[src/rtl/mult_pkg.sv]
// Shared definitions for the shift-add multiplier family: FSM state encoding
// and the bit-counter width helper.
package mult_pkg;

    typedef enum logic [1:0] {
        ST_IDLE = 2'd0,
        ST_RUN  = 2'd1,
        ST_DONE = 2'd2
    } mult_state_t;

    // Counter must be able to hold values 0..width inclusive.
    function automatic int cnt_width(input int width);
        return $clog2(width + 1);
    endfunction

endpackage

[src/rtl/mult_abs_neg.sv]
// Conditional two's-complement: passes din through, or negates it when en=1.
// Used for operand magnitudes at load and for the result sign fix-up.
module mult_abs_neg #(
    parameter int W = 16
) (
    input  logic         en,
    input  logic [W-1:0] din,
    output logic [W-1:0] dout
);

    always_comb begin
        dout = en ? -din : din;
    end

endmodule

[src/rtl/shift_add_mult_n.sv]
// Sequential WIDTH x WIDTH shift-add multiplier with start/busy/done handshake
// and per-operation signed mode. Define MUL_EARLY_TERM_EN for early termination.
module shift_add_mult_n
    import mult_pkg::*;
#(
    parameter int WIDTH = 16
) (
    input  logic                 clk,
    input  logic                 rst,
    input  logic                 start,
    input  logic                 is_signed,
    input  logic [WIDTH-1:0]     A,
    input  logic [WIDTH-1:0]     B,
    output logic [2*WIDTH-1:0]   Q,
    output logic                 busy,
    output logic                 done
);

    localparam int PW = 2 * WIDTH;
    localparam int CW = cnt_width(WIDTH);

    mult_state_t     state, state_nx;
    logic [PW-1:0]   mcd, mcd_nx;
    logic [PW-1:0]   acc, acc_nx;
    logic [PW-1:0]   acc_sum, acc_fix;
    logic [PW-1:0]   q_nx;
    logic [WIDTH-1:0] mlr, mlr_nx;
    logic [WIDTH-1:0] a_mag, b_mag;
    logic [CW-1:0]   cnt, cnt_nx;
    logic            neg, neg_nx;
    logic            last;

    mult_abs_neg #(.W(WIDTH)) u_abs_a (
        .en   (is_signed & A[WIDTH-1]),
        .din  (A),
        .dout (a_mag)
    );

    mult_abs_neg #(.W(WIDTH)) u_abs_b (
        .en   (is_signed & B[WIDTH-1]),
        .din  (B),
        .dout (b_mag)
    );

    // Sign fix-up works on the post-add sum so the final iteration and the
    // result write share one edge.
    mult_abs_neg #(.W(PW)) u_fix (
        .en   (neg),
        .din  (acc_sum),
        .dout (acc_fix)
    );

    always_comb begin
        state_nx = state;
        mcd_nx   = mcd;
        mlr_nx   = mlr;
        acc_nx   = acc;
        cnt_nx   = cnt;
        neg_nx   = neg;
        q_nx     = Q;
        acc_sum  = acc + (mlr[0] ? mcd : '0);
`ifdef MUL_EARLY_TERM_EN
        last     = ((mlr >> 1) == '0) || (cnt == CW'(WIDTH - 1));
`else
        last     = (cnt == CW'(WIDTH - 1));
`endif

        case (state)
            ST_IDLE, ST_DONE: begin
                if (start) begin
                    state_nx = ST_RUN;
                    mcd_nx   = {{WIDTH{1'b0}}, a_mag};
                    mlr_nx   = b_mag;
                    acc_nx   = '0;
                    cnt_nx   = '0;
                    neg_nx   = is_signed & (A[WIDTH-1] ^ B[WIDTH-1]);
                end else begin
                    state_nx = ST_IDLE;
                end
            end
            ST_RUN: begin
                acc_nx = acc_sum;
                mcd_nx = mcd << 1;
                mlr_nx = mlr >> 1;
                cnt_nx = cnt + CW'(1);
                if (last) begin
                    state_nx = ST_DONE;
                    q_nx     = acc_fix;
                end
            end
            default: state_nx = ST_IDLE;
        endcase
    end

    always_ff @(posedge clk) begin
        if (rst) begin
            state <= ST_IDLE;
            mcd   <= '0;
            mlr   <= '0;
            acc   <= '0;
            cnt   <= '0;
            neg   <= 1'b0;
            Q     <= '0;
        end else begin
            state <= state_nx;
            mcd   <= mcd_nx;
            mlr   <= mlr_nx;
            acc   <= acc_nx;
            cnt   <= cnt_nx;
            neg   <= neg_nx;
            Q     <= q_nx;
        end
    end

    always_comb begin
        busy = (state == ST_RUN);
        done = (state == ST_DONE);
    end

endmodule
[config.mk]
export PLATFORM = sky130hd
export DESIGN_NAME = shift_add_mult_n
export DESIGN_NICKNAME = d
export VERILOG_FILES = /design/src/rtl/mult_pkg.sv /design/src/rtl/mult_abs_neg.sv /design/src/rtl/shift_add_mult_n.sv
export SDC_FILE = /design/constraint.sdc
export NUM_CORES = 1
export LEC_CHECK = 0
export CORE_MARGIN = 10
export CORE_UTILIZATION = 40
export CTS_BUF_LIST = sky130_fd_sc_hd__clkbuf_4
export DETAILED_ROUTE_END_ITERATION = 10
export HOLD_SLACK_MARGIN = 0.15
export PLACE_DENSITY = 0.67
export SKIP_CTS_REPAIR_TIMING = 1
export SKIP_LAST_GASP = 1
export SLEW_MARGIN = 25
export SYNTH_ARGS = -nofsm -noshare
export SYNTH_HDL_FRONTEND = slang
export SYNTH_SLANG_ARGS = --single-unit
[constraint.sdc]
create_clock -name clk -period 3.7 [get_ports clk]
set_input_delay 0.37 -clock clk [delete_from_list [all_inputs] [get_ports clk]]
set_output_delay 0.37 -clock clk [all_outputs]
set_load 0.1 [all_outputs]
Yosys cells after proc, flatten, opt, wreduce, memory -nomap -nowiden

Index checks and enable logic that the tools add are counted.

Bits in latches: 0
Register bits: 120
Memory bits (read-only): 0
Memory bits (writable): 0
Memories: 0
Logic and storage cells: 42

$lt $le $gt $ge: 0
Add/subtract/negate cells: 5
Multiply operators: 0
Div/mod/pow operators: 0
Reductions and logical operators: 6
Shift operators: 0
Bitwise operators: 4
Eq/ne operators: 5
Muxes and demuxes: 15

Operator list:

| kind                                                             | count |
|---|---|
| 32-bit 2-to-1 mux                                                | 4 |
| 32-bit case mux with 2 select lines                              | 2 |
| 16-bit 2-to-1 mux                                                | 3 |
| 32-bit adder                                                     | 1 |
| 16-bit negation                                                  | 2 |
| 32-bit negation                                                  | 1 |
| 16-bit case mux with 2 select lines                              | 1 |
| 5-bit case mux with 2 select lines                               | 1 |
| 2-bit AND reduction                                              | 3 |
| 5-bit by 1-bit adder with 5-bit output (second input constant)   | 1 |
| 5-bit by 4-bit == test with 1-bit output (second input constant) | 1 |
| 5-bit 2-to-1 mux                                                 | 1 |
| 2-bit case mux with 2 select lines                               | 1 |
| 1-bit bitwise AND                                                | 3 |
| 2-bit by 1-bit == test with 1-bit output (second input constant) | 1 |
| 2-bit == test (second input constant)                            | 1 |
| 2-bit logical NOT                                                | 1 |
| 2-bit 2-to-1 mux                                                 | 1 |
| 2-bit by 1-bit != test with 1-bit output (second input constant) | 1 |
| 2-bit != test (second input constant)                            | 1 |
| 2-bit nonzero test                                               | 1 |
| 2-bit OR reduction                                               | 1 |
| 1-bit 2-to-1 mux                                                 | 1 |
| 1-bit bitwise XOR                                                | 1 |

Logic depth before layout (Yosys ltp)

Depth after elaboration: 4
Depth in mapped cells: 14

Cells and area by module

A second synthesis with hierarchy kept.

Cell total of the unflattened synthesis: 992
Area total of the unflattened synthesis: 7933.9 um2

By module, submodules not included:

| module                      | area each (um2) | cells an instance | instances |
|---|---|---|---|
| shift_add_mult_n            | 6368.6          | 782               | 1 |
| mult_abs_neg at u_abs_a ... | 399.1           | 51                | 2 |
| mult_abs_neg at u_fix       | 767.0           | 108               | 1 |

Worst setup path before layout

No wires, ideal clock.

Kind: register -> register
Start: reg mlr[0]
End: reg Q[22]
Arrival time: 3.564 ns
Clock period less this slack: 3.649 ns
Setup slack: 0.051 ns
Setup time: 0.086 ns
Stages on the path, launching flop included: 15
Cell sequence: dfxtp_1 clkbuf_1 and2_1 ha_1 fa_1 a21o_1 a221oi_2 o21ai_1 xnor2_1 o2111ai_1 or4_4 nand2b_4 o31ai_1 xor2_1 a211oi_1

Cells in the longest elaborated chain, start to end: 4

Ends and longest elaborated chain:

| what                   | RTL line                | RTL |
|---|---|---|
| from (decl)            | shift_add_mult_n.sv:27  | `logic [WIDTH-1:0] mlr, mlr_nx;` |
| from (signal assigned) | shift_add_mult_n.sv:107 | `mlr <= mlr_nx;` |
| 32-bit 2-to-1 mux *    | shift_add_mult_n.sv:61  | `acc_sum = acc + (mlr[0] ? mcd : '0);` |
| 32-bit adder *         | shift_add_mult_n.sv:61  |  |
| 32-bit negation        | mult_abs_neg.sv:12      | `dout = en ? -din : din;` |
| 32-bit 2-to-1 mux *    | mult_abs_neg.sv:12      |  |
| to (signal assigned)   | shift_add_mult_n.sv:111 | `Q <= q_nx;` |
| to (decl)              | shift_add_mult_n.sv:14  | `output logic [2*WIDTH-1:0] Q,` |

Mark *: on every way between the ends. The rest lies on a longest branch, timed or not.
A chain may end at the register's enable or synchronous reset.

Final worst setup path

Start: reg mlr[0]
End: reg Q[28]

Same word-level chain as after synthesis.

==> reports/metrics.yaml <==
crit_slowest_cell: "or4_4"
final.hold.worst_slack_ns: 0.3758
pin_count: 70
endpoint_kind: "flop"
maxSlewViolCount: 0
clk_pin_slew_ns: 0.11
finClkSkew_ns: 0.01672
hp-class: "in -> reg"
nets: 1133
crit_family: "compound AO/OA/AOI/OAI gates"
cp-startpoint: "mlr[0]$_SDFFE_PP0P_"
leakage_nw: 3.593
tightest_slew_ns: 1.017
rsz0062_at_grt: "yes"
dieArea_um2: 24820
syn_nets: 1041
clk_latency_ns: 0.56
finalSetupViolations: 0
dr.pass1.iters: 5
antenna_left: 0
synth-seq-cells: 120
routed_wl_um: 20380
rows: 50
path_buf_inv: 1
fillers: 1840
cts.sinks: 120
synth_area_um2: 7566
clk_path_buf_depth: 2
die_w_um: 157.5
synth.area.top_cells: "dfxtp_1 32%, a22oi_1 7.3%, nor2_1 6.0%, ha_1 6.0%, a21oi_1 5.4%"
grt_pass1_wl_um: 32890
grt_pass1_vias: 6590
min_period_over_period: 0.9697
antenna_found_initial: 1
critical_path_arrival_ns: 4.06
placed_area_um2: 8803
synth_ff_type: "dfxtp_1"
cts-buffers-inserted: 17
critPathLaunchType: "flop"
cts_max_level: 4
path_max_fanout: 8
num_vias: 7246
path_common_cell: "xor2_1"
synth-edff-count: 0
critPathKind: "reg -> reg"
power_density_nw_per_um2: 272.8
worstReg2RegStart: "mlr[0]$_SDFFE_PP0P_"
avgRoutedWirePerCell_um: 15.58
grt_util_all_layers: 0.1618
max_freq_mhz: 278.7
ys_seq_area_frac: 0.3175
hold_viol: 0
maxSlewHeadroom: 0.3197
cp_cell_sequence: "and2_4 -> ha_4 -> fa_2 -> a21o_1 -> a221oi_4 -> buf_4 -> o21ai_1 -> xor2_1 -> a211o_1 -> or4_4 -> nand3b_4 -> o41ai_2 -> xor2_1 -> a211oi_1"
syn_avg_cell_area_um2: 7.816
hpwl_um: 14880
dieHeight_um: 157.5
cts_tree: "done"
synth_cells: 968
drc: 0
status: "finished clean"
synth.top_cell.area_share: 0.3175
drt_iter0_drc: 388
area_growth_pct: 23.45
io_buffers: 69
min_from: "rst"
synth_cell_types: 67
drive_above_1_share: 0.1491
synth_common_cells: "121 x nor2_1, 120 x dfxtp_1, 87 x nand2_1"
async_flop_share: 0
cts_root_buffer: "clkbuf_4"
synth_top_cell_by_area: "dfxtp_1"
fin_crit_ns: 3.588
cpPeakStageDelay_ns: 0.45
ys_warn_count: 0
grt_max_degree: 79
cap_violations: 0
final_cell_area_um2: 9340
required_ns: 4.17
grt-ovfl-total: 0
yosysMostFrequentCell: "nor2_1"
coreArea_um2: 18640
gp_congestion: 0.9132
initial_core_util: 0.4058
power_mw: 2.548
irDropWorstVdd_mv: 0.1514
vias_per_cell: 5.540
==> power breakdown <==
| group | internal, mW | switching [mW] |
|---|---|---|
| Sequential | 1.32 | 0.0235 |
| Combinational | 0.179 | 0.243 |
| Clock | 0.260 | 0.519 |
==> flip-flops by register name, summed over array words and instances, names as in the netlist <==
name   count
neg        1
mcd       32
mlr       16
Q         32
state      2
cnt        5
acc       32
==> cells in the final DEF (no fill, tap or decap), types with 30 or more instances in the layout <==
cell type	instances
a22oi_1	74
and2_1	36
xnor2_1	36
nand2_1	86
ha_1	30
a21oi_1	74
buf_4	67
o21ai_0	35
nor2_1	120
clkdlybuf4s50_1	67
dfxtp_1	118
xor2_1	36
==> worst paths after layout <==
check	end	slack, ns	cells past startpoint
worst max-delay path	Q[28]$_SDFFE_PP0P_	0.11	14
worst min-delay path	acc[31]$_SDFFE_PP0P_	0.38	2
worst max register to register	Q[28]$_SDFFE_PP0P_	0.11	14
worst min register to register	Q[0]$_SDFFE_PP0P_	0.46	2
==> logic make-up (layout without fill, tap and decap cells) <==
logic type                 Yosys count  after routing  share of synthesized area
and+or+nand+nor                    353            353                     0.2249
adders and majority gates           37             37                    0.06218
AOI/OAI and AO/OA                  304            304                     0.2696
xor gates and xnor gates            72             72                    0.08335
DFF                                120            120                     0.3175
other                                0              1                          0
muxes                                2              2                   0.002646
buffers and inverters               80            185                    0.03985
==> cell type report <==
| cell class | instances | area [um^2] | share of cell area |
|---|---|---|---|
| multi-input cells | 768 | 5149 | 0.5512 |
| flip-flops and latches | 120 | 2407 | 0.2577 |
| repair buffers | 136 | 1205 | 0.1290 |
| well taps | 234 | 292.8 | 0.03135 |
| clock buffers | 18 | 135.1 | 0.01447 |
| clock inverters | 14 | 85.08 | 0.009109 |
| inverters | 17 | 63.81 | 0.006832 |
| diodes | 1 | 2.502 | 0.0002679 |
==> metal layers <==
metal | track usage | up-vias | share of wire
met3 | 0.03248 | 18 | 0.051
met1 | 0.2265 | 3358 | 0.51
met5 | 0 | - | 0
met2 | 0.2429 | 180 | 0.43
met4 | 0.05120 | 0 | 0.013
li1 | - | 3690 | -
==> per-stage QoR <==
| step | util | setup WS [ns] | TNS (ns) | cells |
|---|---|---|---|---|
| after global placement | 0.4722 | 0.08399 | 0 | 1271 |
| after floorplan | - | 0.05051 | 0 | 968 |
| after CTS | 0.4840 | -0.08857 | -0.1429 | 1303 |
| after detailed placement | 0.4722 | -0.02774 | -0.05369 | 1271 |
| after global routing | 0.5010 | -0.07163 | -0.3289 | 1308 |
| final | 0.5010 | 0.1122 | 0 | 1308 |
Power figures use the tool's default switching activity.
